File: config.mk
export PLATFORM = sky130hd
export DESIGN_NAME = ps2_scan_rx
export DESIGN_NICKNAME = d
export VERILOG_FILES = /design/src/rtl/ps2_pkg.sv /design/src/rtl/ps2_filter.sv /design/src/rtl/ps2_scan_rx.sv
export SDC_FILE = /design/constraint.sdc
export NUM_CORES = 1
export LEC_CHECK = 0
export CORE_UTILIZATION = 34
export DETAILED_ROUTE_END_ITERATION = 16
export GPL_TIMING_DRIVEN = 1
export SYNTH_ARGS = -nofsm -noshare
export SYNTH_HDL_FRONTEND = slang
export SYNTH_SLANG_ARGS = --single-unit
File: constraint.sdc
create_clock -name clk -period 5.3 [get_ports clk]
set_clock_uncertainty 0.1 [all_clocks]
set_input_delay 0.795 -clock clk [delete_from_list [all_inputs] [get_ports clk]]
set_output_delay 0.795 -clock clk [all_outputs]
set_load 0.005 [all_outputs]
File: src/rtl/ps2_pkg.sv
// Shared PS/2 receiver definitions: prefix bytes, frame geometry, frame-state encoding.
// Latency: n/a (constants, types and a pure function only).
// Backpressure: n/a.
package ps2_pkg;

    // Prefix bytes folded into flags instead of being emitted
    localparam logic [7:0] PS2_EXT = 8'hE0;
    localparam logic [7:0] PS2_BRK = 8'hF0;

    // start + 8 data + parity + stop
    localparam int PS2_FRAME_LEN = 11;
    localparam int PS2_DATA_BITS = PS2_FRAME_LEN - 3;

    typedef enum logic [1:0] {
        IDLE   = 2'd0,
        DATA   = 2'd1,
        PARITY = 2'd2,
        STOP   = 2'd3
    } ps2_state_e;

    // Odd parity holds when data plus parity bit carry an odd number of ones
    function automatic logic ps2_parity_ok(input logic [7:0] dat, input logic par);
        return ^{dat, par};
    endfunction

endpackage

File: src/rtl/ps2_filter.sv
// PS/2 line conditioning: 2-flop synchronisers, clock glitch filter, falling-edge detect.
// Latency: raw clock edge -> filtered clock in 2 + FILTER_LEN cycles, sample_en one cycle later.
// Backpressure: none; sample_en is a single-cycle strobe that cannot be stalled.
module ps2_filter #(
    parameter int FILTER_LEN = 8
) (
    input  logic clk,
    input  logic rst_n,
    input  logic ps2_clk_raw,
    input  logic ps2_dat_raw,
    output logic sample_en,
    output logic sample_data
);

    localparam int CW = $clog2(FILTER_LEN + 1);

    logic          kclk_meta_q, kclk_meta_d;
    logic          kclk_sync_q, kclk_sync_d;
    logic          kdat_meta_q, kdat_meta_d;
    logic          kdat_sync_q, kdat_sync_d;
    logic [CW-1:0] filt_cnt_q,  filt_cnt_d;
    logic          filt_clk_q,  filt_clk_d;
    logic          filt_dly_q,  filt_dly_d;

    // Synchronise, then only let the filtered clock follow a run of FILTER_LEN equal samples
    always_comb begin
        kclk_meta_d = ps2_clk_raw;
        kclk_sync_d = kclk_meta_q;
        kdat_meta_d = ps2_dat_raw;
        kdat_sync_d = kdat_meta_q;
        filt_cnt_d  = '0;
        filt_clk_d  = filt_clk_q;
        if (kclk_sync_q != filt_clk_q) begin
            if (filt_cnt_q == CW'(FILTER_LEN - 1)) begin
                filt_clk_d = kclk_sync_q;
            end else begin
                filt_cnt_d = filt_cnt_q + 1'b1;
            end
        end
        filt_dly_d = filt_clk_q;
    end

    // Lines idle high, so everything resets to 1 and reset release never looks like an edge
    always_ff @(posedge clk or negedge rst_n) begin
        if (!rst_n) begin
            kclk_meta_q <= 1'b1;
            kclk_sync_q <= 1'b1;
            kdat_meta_q <= 1'b1;
            kdat_sync_q <= 1'b1;
            filt_cnt_q  <= '0;
            filt_clk_q  <= 1'b1;
            filt_dly_q  <= 1'b1;
        end else begin
            kclk_meta_q <= kclk_meta_d;
            kclk_sync_q <= kclk_sync_d;
            kdat_meta_q <= kdat_meta_d;
            kdat_sync_q <= kdat_sync_d;
            filt_cnt_q  <= filt_cnt_d;
            filt_clk_q  <= filt_clk_d;
            filt_dly_q  <= filt_dly_d;
        end
    end

    // Falling edge of the filtered clock is the bit-sample point
    assign sample_en   = filt_dly_q & ~filt_clk_q;
    assign sample_data = kdat_sync_q;

endmodule

File: src/rtl/ps2_scan_rx.sv
// PS/2 keyboard frame receiver folding E0/F0 prefixes into flags on each emitted scan code.
// Latency: code_valid / frame_err register 1 cycle after the stop-bit sample or timeout hit.
// Backpressure: none; downstream must accept every code_valid strobe as it occurs.
module ps2_scan_rx
    import ps2_pkg::*;
#(
    parameter int FILTER_LEN     = 8,
    parameter int TIMEOUT_CYCLES = 50000
) (
    input  logic       clk,
    input  logic       reset,
    input  logic       keyboardclk,
    input  logic       keyData,
    output logic [7:0] code,
    output logic       code_valid,
    output logic       code_break,
    output logic       code_ext,
    output logic       frame_err
);

    localparam int TW = $clog2(TIMEOUT_CYCLES + 1);

    logic sample_en;
    logic sample_data;

    ps2_filter #(
        .FILTER_LEN (FILTER_LEN)
    ) u_filter (
        .clk         (clk),
        .rst_n       (reset),
        .ps2_clk_raw (keyboardclk),
        .ps2_dat_raw (keyData),
        .sample_en   (sample_en),
        .sample_data (sample_data)
    );

    ps2_state_e    state_q, state_d;
    logic [2:0]    bit_cnt_q, bit_cnt_d;
    logic [7:0]    shift_q, shift_d;
    logic          par_ok_q, par_ok_d;
    logic [TW-1:0] to_cnt_q, to_cnt_d;
    logic          ext_pend_q, ext_pend_d;
    logic          brk_pend_q, brk_pend_d;
    logic [7:0]    code_q, code_d;
    logic          code_valid_q, code_valid_d;
    logic          code_break_q, code_break_d;
    logic          code_ext_q, code_ext_d;
    logic          frame_err_q, frame_err_d;

    logic          timeout_hit;
    logic          err_set;
    logic          byte_acc;

    // Timeout beats a coincident sample event: the edge is dropped along with the frame
    assign timeout_hit = (state_q != IDLE) && (to_cnt_q == TW'(TIMEOUT_CYCLES));

    // Frame state register
    always_ff @(posedge clk or negedge reset) begin
        if (!reset) begin
            state_q <= IDLE;
        end else begin
            state_q <= state_d;
        end
    end

    // Frame next-state: advance one bit per sample event
    always_comb begin
        state_d = state_q;
        if (timeout_hit) begin
            state_d = IDLE;
        end else if (sample_en) begin
            case (state_q)
                IDLE:    if (!sample_data) state_d = DATA;
                DATA:    if (bit_cnt_q == 3'(PS2_DATA_BITS - 1)) state_d = PARITY;
                PARITY:  state_d = STOP;
                STOP:    state_d = IDLE;
                default: state_d = IDLE;
            endcase
        end
    end

    // Frame outputs: shift register, parity, timeout counter, prefix folding and strobes
    always_comb begin
        bit_cnt_d    = bit_cnt_q;
        shift_d      = shift_q;
        par_ok_d     = par_ok_q;
        ext_pend_d   = ext_pend_q;
        brk_pend_d   = brk_pend_q;
        code_d       = code_q;
        code_break_d = code_break_q;
        code_ext_d   = code_ext_q;
        err_set      = 1'b0;
        byte_acc     = 1'b0;

        if (state_q == IDLE || timeout_hit || sample_en) begin
            to_cnt_d = '0;
        end else begin
            to_cnt_d = to_cnt_q + 1'b1;
        end

        if (timeout_hit) begin
            err_set = 1'b1;
        end else if (sample_en) begin
            case (state_q)
                IDLE: begin
                    if (sample_data) err_set = 1'b1;
                    else             bit_cnt_d = '0;
                end
                DATA: begin
                    shift_d   = {sample_data, shift_q[7:1]};
                    bit_cnt_d = bit_cnt_q + 3'd1;
                end
                PARITY: par_ok_d = ps2_parity_ok(shift_q, sample_data);
                STOP: begin
                    if (par_ok_q && sample_data) byte_acc = 1'b1;
                    else                         err_set  = 1'b1;
                end
                default: err_set = 1'b0;
            endcase
        end

        code_valid_d = 1'b0;
        frame_err_d  = err_set;
        if (err_set) begin
            // A broken frame must not tag whatever key comes next
            ext_pend_d = 1'b0;
            brk_pend_d = 1'b0;
        end else if (byte_acc) begin
            if (shift_q == PS2_EXT) begin
                ext_pend_d = 1'b1;
            end else if (shift_q == PS2_BRK) begin
                brk_pend_d = 1'b1;
            end else begin
                code_d       = shift_q;
                code_ext_d   = ext_pend_q;
                code_break_d = brk_pend_q;
                code_valid_d = 1'b1;
                ext_pend_d   = 1'b0;
                brk_pend_d   = 1'b0;
            end
        end
    end

    // Datapath and output registers
    always_ff @(posedge clk or negedge reset) begin
        if (!reset) begin
            bit_cnt_q    <= '0;
            shift_q      <= '0;
            par_ok_q     <= 1'b0;
            to_cnt_q     <= '0;
            ext_pend_q   <= 1'b0;
            brk_pend_q   <= 1'b0;
            code_q       <= 8'h00;
            code_valid_q <= 1'b0;
            code_break_q <= 1'b0;
            code_ext_q   <= 1'b0;
            frame_err_q  <= 1'b0;
        end else begin
            bit_cnt_q    <= bit_cnt_d;
            shift_q      <= shift_d;
            par_ok_q     <= par_ok_d;
            to_cnt_q     <= to_cnt_d;
            ext_pend_q   <= ext_pend_d;
            brk_pend_q   <= brk_pend_d;
            code_q       <= code_d;
            code_valid_q <= code_valid_d;
            code_break_q <= code_break_d;
            code_ext_q   <= code_ext_d;
            frame_err_q  <= frame_err_d;
        end
    end

    assign code       = code_q;
    assign code_valid = code_valid_q;
    assign code_break = code_break_q;
    assign code_ext   = code_ext_q;
    assign frame_err  = frame_err_q;

endmodule

==> impl_metrics.yaml, run 1 <==
status:
  status: "completed"
cts:
  htree_levels: 2
  post_cts_resized: 0
  cts_tree: "done"
  cts_num_sinks: 54
  post_cts_buffers: 0
  numCtsBuffers: 5
  cts.reportedPaths.clkPinSlew_ps: 100
  clock_path_buffers: 2
  cts-root-buf: "clkbuf_8"
  holdBufCountCts: 0
  clock_latency_ps: 310
power_and_ir_drop:
  ir_worst_vdd_mv: 0.160
  power_leakage_nw: 1.34
  power-per-cell-area_nw_per_um2: 340
synthesis:
  syn-instance-count: 220
  yosys-top-cells-area: "dfrtp_1 45%, dfstp_2 5.9%, xnor2_1 5.3%, ha_1 4.7%, mux2_2 4.7%"
  ys_async_sr_fraction_pct: 100
  synth_edf_count: 0
  ys.flop_type: "dfrtp_1"
  synth_top_cell_area_share_pct: 45.1
  syn-num-nets: 234
  syn_avg_cell_area_um2: 12.1
  synth_cell_types: 48
  syn-cell-area_um2: 2660
  ys_seq_elements: 54
  ys_warn_count: 0
  synth-seq-area-share_pct: 51.0
  yosysTopAreaCell: "dfrtp_1"
critical_path:
  crit_path_end_kind: "register"
  worst_ep_required_time_ps: 5410
  cpPeakStageDelay_ps: 610
  cp.arrival_ps: 2630
  worstSetupPathType: "register to register"
  r2r_end: "code[1]"
  crit_family: "simple AND/OR/NAND/NOR gates"
  reg2reg_depth: 6
  startpoint: "state_q[0]"
  path_max_fanout: 11
  r2r-start: "state_q[0]"
  r2r_slack_ps: 2780
  cp-start-kind: "register"
  cpMaxStageDelayCell: "and3b_1"
  path_buf_inv: 1
  crit_chain: "inv_1, ha_1, and4b_1, nand4_4, and3b_1, mux2_2"
cells_and_area:
  mostFrequentLayoutCells: "48 x dfrtp_1, 21 x nor2_1, 16 x xnor2_1"
  layout_commonest_cell: "dfrtp_1"
  area.growth.synth_to_final_pct: 12.9
  finalNetCount: 253
  fin_cells: 339
  n_antenna_cell: 0
  drive_gt1_share_pct: 18.3
sta:
  fmax_ghz: 0.397
  period_share_pct: 47.5
  hold_viol: 0
  worst_pin_slew_ps: 683
  final_max_slew_viol_count: 0
  rsz0062_at_grt: "no"
  setup_viol: 0
  fin_crit_ps: 2520
  max_slew_margin_pct: 54.4
  fin_setup_tns_ps: 0
detailed_routing:
  dr.pass1.iters: 4
  ant_nets: 0
  wl_per_cell_um: 13.2
  vias: 1674
  viasPerCell: 4.94
  drtIter0Drc: 57
  drcViolationCount: 0
  drt-total-wl_um: 4470
min_path:
  hold_path.class: "register to register"
  hold_end: "u_filter.kclk_sync_q"
  holdPathStages: 0
  holdCritStartpoint: "u_filter.kclk_meta_q"
global_route:
  grt_start_max_net_pins: 55
  grt_pass1_wl_um: 8050
  antenna_found_initial: 0
  grt_pass1_vias: 1703
  grt_overflow: 0
  grt_usage_pct: 12.2
job:
  drv_cap: 0
die:
  core_area_um2: 7410
  dieArea_um2: 8190
  dieWidth_um: 90.5
  io_pins: 16
  die_h_um: 90.5
  start_util_pct: 35.9
  rows: 31
place:
  io_buffer_count: 15
  dp.cells: 331
  place_congestion: 0.738
  hpwlAfterDp_um: 3100
## power breakdown
group | total [mW] | switching [mW] | internal (mW) | leakage, nW
clock network | 0.246 | 0.138 | 0.108 | 0.0478
registers | 0.522 | 0.0539 | 0.468 | 0.723
logic | 0.254 | 0.141 | 0.113 | 0.564
## synthesized netlist by cell type (all sizes together) (2+ instances only)
cell	number
dfrtp	48
nor2	21
mux2	19
xnor2	16
inv	11
ha	10
nand3	8
nand2	7
a21oi	6
dfstp	6
nand4	6
and3	4
buf	4
nand2b	4
nor3	4
nor4	4
or3	4
xor2	4
a31oi	3
and2	2
and4b	2
and4bb	2
mux2i	2
nand4b	2
nor2b	2
o211ai	2
o21ai	2
## flip-flops by register name, indices dropped and copies added (netlist names), 2 cells and up
signal / flops
to_cnt_q: 16
state_q: 2
bit_cnt_q: 3
shift_q: 8
code: 8
u_filter.filt_cnt_q: 4
## per-layer routing
metal  GRT usage (%)  part of all wire, %  wire [um]
met1            16.3                   48       2160
met2            19.0                   47       2090
met3            3.11                  3.6        159
met4            4.44                  1.5         68
met5               0                    0          0
## layout make-up
cell class	instances	area (um2)
multi-input combinational	151	1230
fill	717	4400
tap	99	124
timing repair buffer	16	153
inverter	11	41.3
clock buffer	6	82.6
sequential	54	1360
clock inverter	2	16.3
## kinds of logic after synthesis
family / count (synthesis) / share of synthesized area (%)
AOI/OAI and AO/OA: 21 / 5.45
xor gates and xnor gates: 21 / 7.42
adders and majority gates: 10 / 4.70
buffers and inverters: 15 / 2.77
DFF: 54 / 51.0
muxes: 21 / 9.92
and+or+nand+nor: 78 / 18.7
## worst max-delay path by stage
stage,to,cells past startpoint,slack (ps)
finish,code[1],6,2780
global route,code[1],6,2640
CTS,code[1],6,2770
detailed placement,code[1],6,2780
global placement,code[1],6,2850
floorplan,bit_cnt_q[2],8,3220
## worst reg2reg max path, cell delays in order (launching register included)
cell and delay [ps]:
dfrtp_1 410, inv_1 130, ha_1 350, and4b_1 270, nand4_4 140, and3b_1 610, mux2_2 410
## per-stage QoR
step | hold WS (ps) | worst slack, ps | util [%] | power, mW | cell area [um2]
3_3_place_gp | 246 | 2850 | 39.2 | 0.781 | 2910
4_1_cts | 262 | 2770 | 40.6 | 1.04 | 3010
3_5_place_dp | 247 | 2780 | 39.2 | 0.787 | 2910
2_1_floorplan | 245 | 3220 | - | 0.723 | 2660
5_1_grt | 265 | 2640 | 40.6 | 1.09 | 3010
6_report | 260 | 2780 | 40.6 | 1.02 | 3010
Power figures use the tool's default switching activity.
==> run 2: changes to the inputs <==
clock period = 2.3 ns   (was 5.3 ns; I/O delays follow)
==> impl_metrics.yaml, run 2 (synthesized netlist as in run 1, its figures left out) <==
status:
  status: "completed"
cells_and_area:
  top_register: "to_cnt_q"
  area.growth.synth_to_final_pct: 15.5
  mostFrequentLayoutCells: "48 x dfrtp_1, 21 x nor2_1, 16 x xnor2_1"
  drive_gt1_share_pct: 20.7
  regArea_um2: 1360
  n_antenna_cell: 0
  multi_input_area_um2: 1230
  layout_commonest_cell: "dfrtp_1"
  fillers: 698
  finalNetCount: 259
  largest_register_ff_count: 16
global_route:
  grt_start_max_net_pins: 55
  top_usage_layer: "met2"
  use_met1_pct: 17.5
  grt_util_met2_pct: 19.2
  grt_pass1_wl_um: 8110
  grt_pass1_vias: 1656
  grt_overflow: 0
  antenna_found_initial: 0
  use_met3_pct: 2.53
  grt_usage_pct: 12.2
critical_path:
  r2r-start: "state_q[0]"
  cp-start-kind: "register"
  crit_path_end_kind: "register"
  worst_ep_required_time_ps: 2390
  r2r_slack_ps: 140
  cp.arrival_ps: 2250
  path_max_fanout: 10
  path_buf_inv: 2
  worstSetupPathType: "register to register"
  r2r_end: "bit_cnt_q[2]"
  crit_chain: "inv_1, ha_1, and4b_1, nand4_4, buf_4, and3_4, a311o_1"
  cp_num_cells: 7
  reg2reg_depth: 7
  crit_family: "simple AND/OR/NAND/NOR gates"
  cpPeakStageDelay_ps: 390
  cpMaxStageDelayCell: "dfrtp_1"
power_and_ir_drop:
  swShare_pct: 30.5
  pwr-share-seq_pct: 47.1
  clkPwrFrac_pct: 26.7
  internal_power_mw: 1.74
  power_leakage_nw: 1.38
  p_comb_share_pct: 26.2
  netSwitchingPower_uw: 766
  power-per-cell-area_nw_per_um2: 816
  ir_worst_vdd_mv: 0.366
cts:
  cts_tree: "done"
  cts-root-buf: "clkbuf_8"
  holdBufCountCts: 0
  htree_levels: 2
  cts.reportedPaths.clkPinSlew_ps: 100
  cts_num_sinks: 54
  clock_latency_ps: 300
  numCtsBuffers: 5
  clock_path_buffers: 2
sta:
  final_max_slew_viol_count: 0
  fin_crit_ps: 2160
  hold_viol: 0
  rsz0062_at_grt: "no"
  fmax_ghz: 0.463
  fin_setup_tns_ps: 0
  max_slew_margin_pct: 54.6
  hold-worst-slack_ps: 38.3
  worst_pin_slew_ps: 681
  period_share_pct: 94.0
  setup_viol: 0
detailed_routing:
  dr.pass1.iters: 4
  drt-total-wl_um: 4610
  ant_nets: 0
  viasPerCell: 4.79
  drtIter0Drc: 71
  drcViolationCount: 0
  wl_per_cell_um: 13.4
  vias: 1652
die:
  rows: 31
  dieArea_um2: 8190
  io_pins: 16
  dieWidth_um: 90.5
  die_h_um: 90.5
  core_area_um2: 7410
  start_util_pct: 35.9
place:
  place_congestion: 0.753
  hpwlAfterDp_um: 3250
  io_buffer_count: 15
job:
  drv_cap: 0
min_path:
  hold_path.class: "input pin to async pin"
-- run 2: how the worst max path moves through the flow --
stage,startpoint,slack (ps),endpoint
3_3_place_gp,state_q[0],-0.9,code[1]
6_report,state_q[0],140,bit_cnt_q[2]
4_1_cts,state_q[0],120,bit_cnt_q[2]
3_5_place_dp,state_q[0],-70,code[1]
2_1_floorplan,state_q[0],220,bit_cnt_q[2]
5_1_grt,state_q[0],30,bit_cnt_q[2]
-- run 2: timing repair --
action	CTS	global route
gates resized for setup	1	0
endpoints found under the setup margin	9	0
setup buffers	0	0
-- run 2: power groups by stage --
stage / Combinational, mW / Clock, mW / Sequential, mW
after floorplan: 0.475 / 0 / 1.19
after CTS: 0.664 / 0.694 / 1.18
final: 0.657 / 0.669 / 1.18
after global placement: 0.663 / 0 / 1.20
after global routing: 0.745 / 0.722 / 1.20
after detailed placement: 0.662 / 0 / 1.20
-- run 2: layer usage --
metal	wire length [um]	up-vias
met1	2420	804
met3	116	2
met2	2050	21
li1	-	825
met5	0	-
met4	21	0
-- run 2: per-stage QoR --
stage                     instance area (um2)  util (%)  power (mW)  instances  setup slack [ps]
after floorplan                          2660         -        1.67        220               215
after global placement                   2950      39.8        1.86        337            -0.903
after detailed placement                 2950      39.8        1.86        337             -72.0
after CTS                                3070      41.5        2.54        345               121
after global routing                     3070      41.5        2.67        345              28.4
final                                    3070      41.5        2.51        345               139
-- run 2: layout make-up --
| type | count | area share [%] |
|---|---|---|
| Clock buffer | 6 | 2.69 |
| Clock inverter | 2 | 1.26 |
| Inverter | 11 | 1.34 |
| Multi-Input combinational cell | 151 | 40.0 |
| Sequential cell | 54 | 44.2 |
| Tap cell | 99 | 4.03 |
| Timing Repair Buffer | 22 | 6.43 |
-- run 2: worst register-to-register path, delay by kind of cell, from the launching register on --
kind | cells | cell delay [ps]
flip-flops | 1 | 390
AO/OA/AOI/OAI | 1 | 360
AND/OR/NAND/NOR | 3 | 660
buffers and inverters | 2 | 280
adder cells (fa/ha/maj) | 1 | 270
==> run 3: changes to the inputs <==
CORE_MARGIN = 5   (was unset)
==> impl_metrics.yaml, run 3 (synthesized netlist as in run 1, its figures left out) <==
critical_path:
  crit_path_end_kind: "register"
  r2r-start: "state_q[0]"
  r2r_slack_ps: 170
  cp-start-kind: "register"
  path_max_fanout: 10
  cp.arrival_ps: 2220
  worstSetupPathType: "register to register"
  r2r_end: "bit_cnt_q[2]"
  cp-endpoint: "bit_cnt_q[2]"
  worst_ep_required_time_ps: 2400
  startpoint: "state_q[0]"
  reg2reg_depth: 7
detailed_routing:
  drtIter0Drc: 63
  wl_per_cell_um: 13.4
  dr.pass1.iters: 4
  drcViolationCount: 0
  vias: 1717
  ant_nets: 0
  viasPerCell: 4.88
  drt-total-wl_um: 4700
global_route:
  top_usage_layer: "met2"
  grt_start_max_net_pins: 20
  grt_pass1_wl_um: 8370
  antenna_found_initial: 0
  grt_pass1_vias: 1760
  grt_usage_pct: 10.5
  use_met3_pct: 2.26
  grt_overflow: 0
  use_met1_pct: 14.5
  grt_util_met2_pct: 16.5
cells_and_area:
  layout_commonest_cell: "dfrtp_1"
  fillers: 795
  area.growth.synth_to_final_pct: 15.9
  fin_cells: 352
  n_antenna_cell: 0
  post-route-util_pct: 40.2
  top_register: "to_cnt_q"
  largest_register_ff_count: 16
  drive_gt1_share_pct: 21.6
  mostFrequentLayoutCells: "48 x dfrtp_1, 21 x nor2_1, 16 x xnor2_1"
  fin_area_um2: 3090
  finalNetCount: 263
die:
  dieWidth_um: 98.5
  dieArea_um2: 9700
  io_pins: 16
  rows: 32
  core_area_um2: 7690
  die_h_um: 98.5
  start_util_pct: 34.6
cts:
  cts_tree: "done"
  clock_path_buffers: 2
  numCtsBuffers: 5
  htree_levels: 2
  post_cts_buffers: 0
  clock_latency_ps: 320
  cts_num_sinks: 54
  cts-root-buf: "clkbuf_8"
  cts.reportedPaths.clkPinSlew_ps: 110
power_and_ir_drop:
  total_power_mw: 2.42
  power-per-cell-area_nw_per_um2: 785
  power_leakage_nw: 1.39
  ir_worst_vdd_mv: 0.355
sta:
  hold_viol: 0
  fmax_ghz: 0.470
  max_slew_margin_pct: 72.0
  setup_viol: 0
  worst_pin_slew_ps: 420
  rsz0062_at_grt: "no"
  final_max_slew_viol_count: 0
  setup_ws_ps: 174
  period_share_pct: 92.4
  fin_crit_ps: 2130
  fin_setup_tns_ps: 0
  hold-worst-slack_ps: 266
place:
  detailed_place.area_um2: 2980
  hpwlAfterDp_um: 3470
  pre_cts_slack_ps: 13.2
  place_congestion: 0.754
  dp.cells: 343
  io_buffer_count: 15
job:
  drv_cap: 0
status:
  status: "completed"
min_path:
  hold_path.class: "register to register"
[run 3: what timing repair did]
item	4_1_cts	5_1_grt
hold buffers	1	0
endpoints found under the setup margin	0	9
endpoints found under the hold margin	17	0
resized for setup	0	1
[run 3: report_power, final]
group          switching [mW]  internal, mW
registers              0.0966          1.08
clock network           0.336         0.226
logic                   0.369         0.316
total                   0.802          1.62
[run 3: final cells by class]
cell class,instances,area (um2),share of cell area (%)
Clock buffer,5,68.8,2.23
Clock inverter,3,28.8,0.932
Inverter,11,41.3,1.34
Multi-Input combinational cell,151,1230,39.9
Sequential cell,54,1360,44.0
Tap cell,102,128,4.13
Timing Repair Buffer,26,230,7.46
[run 3: worst min-delay path by stage]
stage,depth (start not counted),slack [ps],from,end
6_report,0,270,u_filter.kclk_meta_q,u_filter.kclk_sync_q
5_1_grt,0,270,u_filter.kclk_meta_q,u_filter.kclk_sync_q
4_1_cts,0,270,u_filter.kclk_meta_q,u_filter.kclk_sync_q
3_5_place_dp,1,220,reset,to_cnt_q[15]
3_3_place_gp,1,220,reset,to_cnt_q[15]
2_1_floorplan,0,-50,reset,bit_cnt_q[0]
[run 3: worst max-delay path, cell delays in order, from the launching register on]
cell and delay (ps):
dfrtp_1 390, inv_1 100, ha_1 240, and4b_1 310, nand4_4 110, buf_4 180
and3_4 230, a311o_1 350
[run 3: metal layers]
layer | up-vias | wire [um] | share of wire (%)
met5 | - | 0 | 0
met4 | 0 | 42 | 0.89
met3 | 4 | 146 | 3.1
met2 | 20 | 2240 | 48
met1 | 859 | 2270 | 48
li1 | 834 | - | -
